==> src/rtl/mips_mdu.sv <==
// Iterative MULT/MULTU/DIV/DIVU unit owning the HI/LO registers; one result bit per cycle.
// Divider is included only when MIPS_MDU_DIV_EN is defined; otherwise divide starts are ignored.
module mips_mdu #(
   parameter int unsigned N = 32
) (
   input  logic         clk_i,
   input  logic         rst_i,
   input  logic         start_i,
   input  logic [1:0]   op_i,
   input  logic [N-1:0] a_i,
   input  logic [N-1:0] b_i,
   input  logic         flush_i,
   output logic         busy_o,
   output logic         done_o,
   output logic [N-1:0] hi_o,
   output logic [N-1:0] lo_o
);

   localparam int unsigned CntW = (N > 1) ? $clog2(N) : 1;

   typedef enum logic [1:0] {StIdle, StCalc, StFix} state_e;

   state_e          state_q, state_d;
   logic [CntW-1:0] cnt_q, cnt_d;
   logic [N-1:0]    a_q, a_d, b_q, b_d;
   logic [N-1:0]    hi_q, hi_d, lo_q, lo_d;
   logic [2*N-1:0]  acc_q, acc_d;
   logic            sa_q, sa_d, sb_q, sb_d;
   logic            done_q, done_d;

   logic            accept;
   logic            op_signed;
   logic [N-1:0]    a_abs, b_abs;
   logic [N:0]      mul_sum;
   logic [2*N-1:0]  mul_acc, mul_res;

   assign op_signed = ~op_i[0];
   assign a_abs     = (op_signed && a_i[N-1]) ? ('0 - a_i) : a_i;
   assign b_abs     = (op_signed && b_i[N-1]) ? ('0 - b_i) : b_i;

   // Shift-add: add the multiplicand into the upper half, then shift the whole product right.
   assign mul_sum = {1'b0, acc_q[2*N-1:N]} + {1'b0, (b_q[0] ? a_q : '0)};
   assign mul_acc = {mul_sum, acc_q[N-1:1]};
   assign mul_res = (sa_q ^ sb_q) ? ('0 - acc_q) : acc_q;

`ifdef MIPS_MDU_DIV_EN
   logic            div_q, div_d;
   logic            bzero_q, bzero_d;
   logic [N:0]      div_r;
   logic            div_ge;
   logic [N-1:0]    div_rem;
   logic [2*N-1:0]  div_acc;
   logic [N-1:0]    quo, rem, div_hi, div_lo;

   assign accept = start_i & ~flush_i;

   // Restoring step: upper half is the partial remainder, lower half collects quotient bits.
   assign div_r   = {acc_q[2*N-1:N], a_q[N-1]};
   assign div_ge  = (div_r >= {1'b0, b_q});
   assign div_rem = div_ge ? (div_r[N-1:0] - b_q) : div_r[N-1:0];
   assign div_acc = {div_rem, acc_q[N-2:0], div_ge};

   assign quo    = acc_q[N-1:0];
   assign rem    = acc_q[2*N-1:N];
   // With b=0 the remainder already equals |a|, so only the quotient needs forcing.
   assign div_lo = bzero_q ? '1 : ((sa_q ^ sb_q) ? ('0 - quo) : quo);
   assign div_hi = sa_q ? ('0 - rem) : rem;
`else
   assign accept = start_i & ~flush_i & ~op_i[1];
`endif

   always_comb begin
      state_d = state_q;
      cnt_d   = cnt_q;
      a_d     = a_q;
      b_d     = b_q;
      acc_d   = acc_q;
      sa_d    = sa_q;
      sb_d    = sb_q;
      hi_d    = hi_q;
      lo_d    = lo_q;
      done_d  = 1'b0;
`ifdef MIPS_MDU_DIV_EN
      div_d   = div_q;
      bzero_d = bzero_q;
`endif
      unique case (state_q)
         StIdle: begin
            if (accept) begin
               a_d     = a_abs;
               b_d     = b_abs;
               sa_d    = op_signed & a_i[N-1];
               sb_d    = op_signed & b_i[N-1];
               acc_d   = '0;
               cnt_d   = CntW'(N - 1);
`ifdef MIPS_MDU_DIV_EN
               div_d   = op_i[1];
               bzero_d = (b_i == '0);
`endif
               state_d = StCalc;
            end
         end
         StCalc: begin
            if (cnt_q != '0) cnt_d = cnt_q - 1'b1;
            acc_d = mul_acc;
            b_d   = b_q >> 1;
`ifdef MIPS_MDU_DIV_EN
            if (div_q) begin
               acc_d = div_acc;
               a_d   = a_q << 1;
               b_d   = b_q;
            end
`endif
            if (cnt_q == '0) state_d = StFix;
         end
         StFix: begin
            {hi_d, lo_d} = mul_res;
`ifdef MIPS_MDU_DIV_EN
            if (div_q) begin
               hi_d = div_hi;
               lo_d = div_lo;
            end
`endif
            done_d  = 1'b1;
            state_d = StIdle;
         end
         default: state_d = StIdle;
      endcase

      // A flush abandons whatever is in flight, including a pending write-back.
      if (flush_i) begin
         state_d = StIdle;
         hi_d    = hi_q;
         lo_d    = lo_q;
         done_d  = 1'b0;
      end
   end

   always_ff @(posedge clk_i) begin
      if (rst_i) begin
         state_q <= StIdle;
         cnt_q   <= '0;
         a_q     <= '0;
         b_q     <= '0;
         acc_q   <= '0;
         sa_q    <= 1'b0;
         sb_q    <= 1'b0;
         hi_q    <= '0;
         lo_q    <= '0;
         done_q  <= 1'b0;
`ifdef MIPS_MDU_DIV_EN
         div_q   <= 1'b0;
         bzero_q <= 1'b0;
`endif
      end else begin
         state_q <= state_d;
         cnt_q   <= cnt_d;
         a_q     <= a_d;
         b_q     <= b_d;
         acc_q   <= acc_d;
         sa_q    <= sa_d;
         sb_q    <= sb_d;
         hi_q    <= hi_d;
         lo_q    <= lo_d;
         done_q  <= done_d;
`ifdef MIPS_MDU_DIV_EN
         div_q   <= div_d;
         bzero_q <= bzero_d;
`endif
      end
   end

   assign busy_o = (state_q != StIdle);
   assign done_o = done_q;
   assign hi_o   = hi_q;
   assign lo_o   = lo_q;

endmodule

==> config.mk <==
export PLATFORM = sky130hd
export DESIGN_NAME = mips_mdu
export DESIGN_NICKNAME = d
export VERILOG_FILES = /design/src/rtl/mips_mdu.sv
export SDC_FILE = /design/constraint.sdc
export NUM_CORES = 1
export LEC_CHECK = 0
export CAP_MARGIN = 40
export CORE_MARGIN = 1.5
export CORE_UTILIZATION = 61
export CTS_CLUSTER_SIZE = 8
export DETAILED_ROUTE_END_ITERATION = 8
export GPL_TIMING_DRIVEN = 0
export PLACE_DENSITY = 0.95
export RECOVER_POWER = 100
export SLEW_MARGIN = 30
export SYNTH_ARGS = -nofsm -noshare
export SYNTH_HDL_FRONTEND = slang
export SYNTH_SLANG_ARGS = --single-unit
==> constraint.sdc <==
create_clock -name clk_i -period 8.3 [get_ports clk_i]
set_clock_uncertainty 0.1 [all_clocks]
set_input_delay 1.245 -clock clk_i [delete_from_list [all_inputs] [get_ports clk_i]]
set_output_delay 1.245 -clock clk_i [all_outputs]
set_load 0.005 [all_outputs]
==> run_results.csv, run 1 <==
group,metric,value,unit
global_routing,antenna_found_initial,1,
critical_path,max_stage_delay,0.87,ns
global_routing,grt_pass1_wl,56600,µm
critical_path,cp.depth,8,
critical_path,critical-path-top-delay-family,"simple AND/OR/NAND/NOR gates",
final_layout,stdcell_count,1876,
synthesis,synthCells,1475,
power_and_ir_drop,powerDensity,159,mW/mm²
routing,drc_errors,0,
floorplan,dieWidth,141,µm
sta,final.setup.tns,0,ns
cts,cts_tree,"yes",
power_and_ir_drop,power.total,2.22,mW
routing,first_pass_iters,9,
synthesis,synth_top_area_share,34.8,%
floorplan,die_y,141,µm
sta,layout_min_cycle_time,3.98,ns
synthesis,netlist-cell-type-count,61,
floorplan,dieArea,0.0199,mm²
placement,place_area,0.0133,mm²
critical_path,worstRegToRegCells,8,
cts,hold_buffers,0,
global_routing,grt_start_max_net_pins,16,
final_layout,final_nets,1750,
final_layout,fillCellCount,1387,
global_routing,grt_pass1_vias,11680,
critical_path,ff2ff_setup_slack,4.32,ns
synthesis,synth_largest_area_cell,"dfxtp_1",
routing,drt_iter0_markers,1310,
placement,io_buffers,135,
global_routing,grt_overflow,0,
placement,place_congestion,0.955,
final_layout,diodes,0,
cts,clock_tree.buffer_depth,3,
cts,cts_inserted_buffers,29,
sta,finalMaxSlewViolations,0,
synthesis,yosys_register_bits,202,
synthesis,synth_edf_count,0,
flow_run,maxCapViolCount,0,
routing,drt_wl_total,35700,µm
sta,rsz0062_at_grt,"no",
floorplan,core-area,0.0187,mm²
synthesis,syn_area_per_cell,7.88,µm²
final_layout,design_area,0.0140,mm²
sta,hold_slack,0.343,ns
sta,slew_headroom,33.5,%
critical_path,crit_buf_inv,1,
sta,fmax,251,MHz
outcome,status,"completed",
critical_path,cp.arrival,4.33,ns
cts,cts_setup_buffers,0,
synthesis,ys.warnings.count,0,
critical_path,cp-end-kind,"register",
global_routing,grt_usage,34.8,%
critical_path,worst_setup_path_start_kind,"register",
worst_hold_path,hold_path_class,"register to register",
worst_hold_path,whs_path_depth,2,
cts,cts.sinks,202,
power_and_ir_drop,p_leak,5.17,nW
cts,clk_pin_slew,0.05,ns
final_layout,layout-drive-gt1-share,2.80,%
routing,drtAntennaViolNets,0,
routing,wl_per_cell,19.0,µm
synthesis,yosysSeqAreaShare,34.8,%
cts,cts_max_level,1,
cts,clock_latency,0.55,ns
critical_path,required,8.65,ns
routing,vias_per_cell,6.55,
final_layout,final_common_cell,"dfxtp_1",
synthesis,synth_flop_cell,"dfxtp_1",
synthesis,syn_area,0.0116,mm²
critical_path,path_class,"register to register",
sta,worst_slew_pin_slew,0.989,ns
critical_path,crit_fanout,9,
final_layout,final_cell_mix,"dfxtp_1, nor2_1, nand2_1",
routing,vias,12291,
synthesis,async_reset_ff_share,0,%
synthesis,synth.area.top_cells,"dfxtp_1, nor2_1, a21oi_1",
critical_path,slowest_stage,"nor3_1",
placement,place_inst,1845,
floorplan,io_pins,136,
sta,setup_violations,0,
critical_path,path_cells,"clkbuf_1, or4_1, nor4_1, nand3_1, nor3_1, a31o_2, nand2_1, a311oi_1",
floorplan,rows,50,
synthesis,syn_nets,1583,
cts,cts-resized-gates,0,
sta,hold_viol_final,0,
power_and_ir_drop,ir_worst_vdd,133,µV
final_layout,area_growth,20.4,%
placement,hpwl,26100,µm
sta,fin_crit_sh,48.0,%
floorplan,start_util,62.1,%
cts,cts-root-buf,"clkbuf_16",
worst paths after layout:
| kind | start | endpoint |
|---|---|---|
| worst max-delay path | acc_q[6] | hi_o[28] |
| worst min-delay path | hi_o[30] | hi_o[30] |
| worst max register to register | acc_q[6] | hi_o[28] |
| worst min register to register | hi_o[30] | hi_o[30] |
sequential cells by signal, indices dropped and copies added, names as in the netlist:
signal,flops
sb_q,1
state_q,2
done_o,1
hi_o,32
a_q,32
b_q,32
cnt_q,5
sa_q,1
lo_o,32
acc_q,64
cells in the mapped netlist (2+ instances only):
library cell / n
a31oi_1: 9
a22oi_1: 6
nor3_1: 30
inv_1: 29
nand2b_1: 9
nand3_1: 49
a21oi_1: 124
nand2_1: 132
or4_1: 11
or4_4: 3
xnor2_1: 70
clkbuf_1: 78
a32o_1: 8
a221o_1: 2
mux2i_1: 3
buf_1: 13
o41ai_1: 9
a31o_2: 5
a311oi_1: 10
o21bai_1: 9
or3_1: 32
a222oi_1: 29
or2_2: 5
o2111ai_1: 5
nor2b_1: 7
ha_1: 37
nand4_1: 15
a211o_1: 2
o21ai_0: 81
and3_1: 10
xor2_1: 54
and2_1: 36
o31ai_1: 21
nor2_1: 191
o211ai_1: 9
a21o_1: 18
o21a_1: 10
a221oi_1: 5
buf_6: 2
a211oi_1: 57
dfxtp_1: 202
nor4_1: 16
a32oi_1: 3
nand4b_1: 2
cell type report:
type	count	area (µm²)	area share [%]
multi-input combinational	1150	7080	50.6
sequential	202	4040	28.9
timing repair buffer	136	1360	9.69
clock buffer	29	726	5.19
buffer	94	354	2.53
tap	234	293	2.09
inverter	29	109	0.778
clock inverter	2	28.8	0.206
report_power, final:
part           leakage (nW)  total, mW  internal, mW  switching, mW
combinational          3.17      0.190        0.0774          0.112
sequential             1.63      0.998         0.988        0.00974
clock                 0.371       1.03         0.612          0.422
total                  5.17       2.22          1.68          0.544
metrics by stage:
| stage | util (%) | setup slack (ns) |
|---|---|---|
| after floorplan | - | 4.95 |
| after global placement | 70.9 | 4.02 |
| after detailed placement | 70.9 | 4.12 |
| after CTS | 75.0 | 4.62 |
| after global routing | 74.8 | 4.10 |
| final | 74.8 | 4.32 |
worst register-to-register path: cells and delay by family (launching register included):
family          cells  cell delay (ns)
simple gates        5             2.77
compound gates      2             0.52
flops               1             0.29
buf+inv             1             0.21
per-layer routing:
metal  vias up  GRT usage (%)  share of wire, %
li1       5693              -                 -
met1      5653           44.5                40
met2       776           58.3                45
met3       169           4.79                10
met4         0           16.4               4.8
met5         -              0                 0
logic make-up after synthesis:
group	after synthesis	share of synthesized area, %
AOI/OAI and AO/OA	431	24.8
xor gates and xnor gates	124	9.35
adders and majority gates	38	4.16
buffers and inverters	123	4.11
DFF	202	34.8
muxes	4	0.355
and+or+nand+nor	553	22.5
Power figures use the tool's default switching activity.
==> run 2: changes to the inputs <==
--- a/config.mk
+++ b/config.mk
@@ -7,11 +7,11 @@
 export LEC_CHECK = 0
 export CAP_MARGIN = 40
 export CORE_MARGIN = 1.5
-export CORE_UTILIZATION = 61
+export CORE_UTILIZATION = 57
 export CTS_CLUSTER_SIZE = 8
 export DETAILED_ROUTE_END_ITERATION = 8
 export GPL_TIMING_DRIVEN = 0
-export PLACE_DENSITY = 0.95
+export PLACE_DENSITY = 0.9
 export RECOVER_POWER = 100
 export SLEW_MARGIN = 30
 export SYNTH_ARGS = -nofsm -noshare
==> constraint.sdc (replaced) <==
create_clock -name clk_i -period 4.1 [get_ports clk_i]
set_clock_uncertainty 0.1 [all_clocks]
set_input_delay 0.615 -clock clk_i [delete_from_list [all_inputs] [get_ports clk_i]]
set_output_delay 0.615 -clock clk_i [all_outputs]
set_load 0.005 [all_outputs]
==> run_results.csv, run 2 (synthesis gave the netlist of run 1 again) <==
group,metric,value,unit
power_and_ir_drop,p_clk_share,46.5,%
final_layout,diodes,0,
floorplan,die_y,146,µm
critical_path,rr_endpoint,"hi_o[27]",
sta,slew_headroom,27.7,%
sta,layout_min_cycle_time,3.81,ns
cts,hold_buffers,0,
final_layout,largest_reg_flops,64,
critical_path,crit_fanout,8,
final_layout,final_common_cell,"dfxtp_1",
routing,vias,12103,
cts,cts-root-buf,"clkbuf_16",
routing,top_layer,"met4",
global_routing,antenna_found_initial,0,
cts,cts_max_level,1,
routing,dr_wl_met2,16200,µm
routing,wl_per_cell,18.2,µm
global_routing,grt_start_max_net_pins,16,
power_and_ir_drop,p_leak,5.17,nW
routing,drc_errors,0,
routing,drt_wl_total,34900,µm
final_layout,final_nets,1750,
sta,worst_slew_pin_slew,1.08,ns
final_layout,design_area,0.0140,mm²
power_and_ir_drop,intPower,3.40,mW
floorplan,core-area,0.0201,mm²
critical_path,cp-end-kind,"register",
final_layout,final_cell_mix,"dfxtp_1, nor2_1, nand2_1",
placement,io_buffers,135,
sta,final.setup.tns,0,ns
placement,pre_cts_ws,0.492,ns
critical_path,worst_setup_path_start_kind,"register",
cts,cts_tree,"yes",
sta,fmax,262,MHz
worst_hold_path,hold_start,"a_q[20]",
floorplan,start_util,57.8,%
global_routing,grt_pass1_wl,56600,µm
cts,cts_inserted_buffers,29,
cts,cts_setup_buffers,0,
flow_run,maxCapViolCount,0,
global_routing,grt_overflow,0,
floorplan,rows,52,
power_and_ir_drop,swShare,24.4,%
cts,clock_tree.buffer_depth,3,
power_and_ir_drop,power.total,4.49,mW
floorplan,dieArea,0.0213,mm²
routing,drt_iter0_markers,1000,
critical_path,cp.arrival,4.16,ns
outcome,status,"completed",
power_and_ir_drop,pwr-share-seq,45.0,%
power_and_ir_drop,switchingPower,1.10,mW
power_and_ir_drop,p_comb_share,8.5,%
sta,setup_slack,0.288,ns
placement,place_congestion,1.01,
sta,hold_slack,0.346,ns
sta,fin_crit_sh,93.0,%
final_layout,layout-drive-gt1-share,2.86,%
floorplan,dieWidth,146,µm
sta,finalMaxSlewViolations,0,
routing,vias_per_cell,6.33,
sta,setup_violations,0,
critical_path,path_class,"register to register",
sta,hold_viol_final,0,
routing,wl_met1,14300,µm
cts,cts-resized-gates,0,
floorplan,io_pins,136,
cts,clock_latency,0.56,ns
power_and_ir_drop,powerDensity,320,mW/mm²
routing,drtAntennaViolNets,0,
sta,rsz0062_at_grt,"no",
power_and_ir_drop,ir_worst_vdd,288,µV
critical_path,required,4.45,ns
cts,cts.sinks,202,
worst_hold_path,whs_path_depth,2,
placement,hpwl,25800,µm
worst_hold_path,min_to,"a_q[20]",
placement,place_area,0.0133,mm²
routing,first_pass_iters,9,
global_routing,grt_usage,32.0,%
critical_path,r2r-start,"acc_q[29]",
critical_path,worstRegToRegCells,9,
worst_hold_path,hold_path_class,"register to register",
global_routing,grt_pass1_vias,11515,
final_layout,area_growth,20.7,%
final_layout,fillCellCount,1591,
routing,met3WireLength,3270,µm
final_layout,largest-register,"acc_q",
cts,clk_pin_slew,0.05,ns
critical_path,ff2ff_setup_slack,0.29,ns
[run 2: layer usage]
layer	global-route usage, %	vias up
met5	0	-
met4	12.7	0
met3	4.39	103
met2	53.7	676
met1	41.7	5628
li1	-	5696
[run 2: how the worst max path moves through the flow]
| stage | startpoint | to | slack [ns] |
|---|---|---|---|
| floorplan | acc_q[28] | hi_o[27] | 1.00 |
| detailed placement | b_q[0] | acc_q[57] | 0.49 |
| global route | b_q[0] | acc_q[61] | 0.07 |
| global placement | a_i[4] | a_q[17] | 0.42 |
| CTS | b_q[0] | acc_q[61] | 0.45 |
| finish | acc_q[29] | hi_o[27] | 0.29 |
[run 2: power groups by stage]
stage | clock network [mW] | registers, mW | logic (mW)
after floorplan | 0 | 2.05 | 0.208
after global placement | 0 | 2.06 | 0.364
after detailed placement | 0 | 2.06 | 0.374
after CTS | 2.08 | 2.02 | 0.378
after global routing | 2.17 | 2.02 | 0.415
final | 2.09 | 2.02 | 0.383
[run 2: critical path, stage by stage (launching register included)]
cell      delay [ns]
dfxtp_1         0.37
or4_1           0.61
or4_1           0.51
or4_1           0.52
clkbuf_1        0.22
or3_1           0.38
clkbuf_1        0.20
nor4_1          0.45
o21ai_2         0.09
a311oi_2        0.26
[run 2: per-stage QoR]
step / utilization (%) / cells
3_5_place_dp: 66.2 / 1881
2_1_floorplan: - / 1475
5_1_grt: 69.8 / 1912
6_report: 69.8 / 1912
4_1_cts: 70.0 / 1912
3_3_place_gp: 66.2 / 1880
[run 2: layout make-up]
| type | instances | area [µm²] | area share (%) |
|---|---|---|---|
| Inverter | 29 | 109 | 0.776 |
| Timing Repair Buffer | 136 | 1360 | 9.66 |
| Buffer | 94 | 354 | 2.52 |
| Clock inverter | 2 | 28.8 | 0.205 |
| Tap cell | 270 | 338 | 2.41 |
| Clock buffer | 29 | 726 | 5.17 |
| Sequential cell | 202 | 4040 | 28.8 |
| Multi-Input combinational cell | 1150 | 7070 | 50.4 |
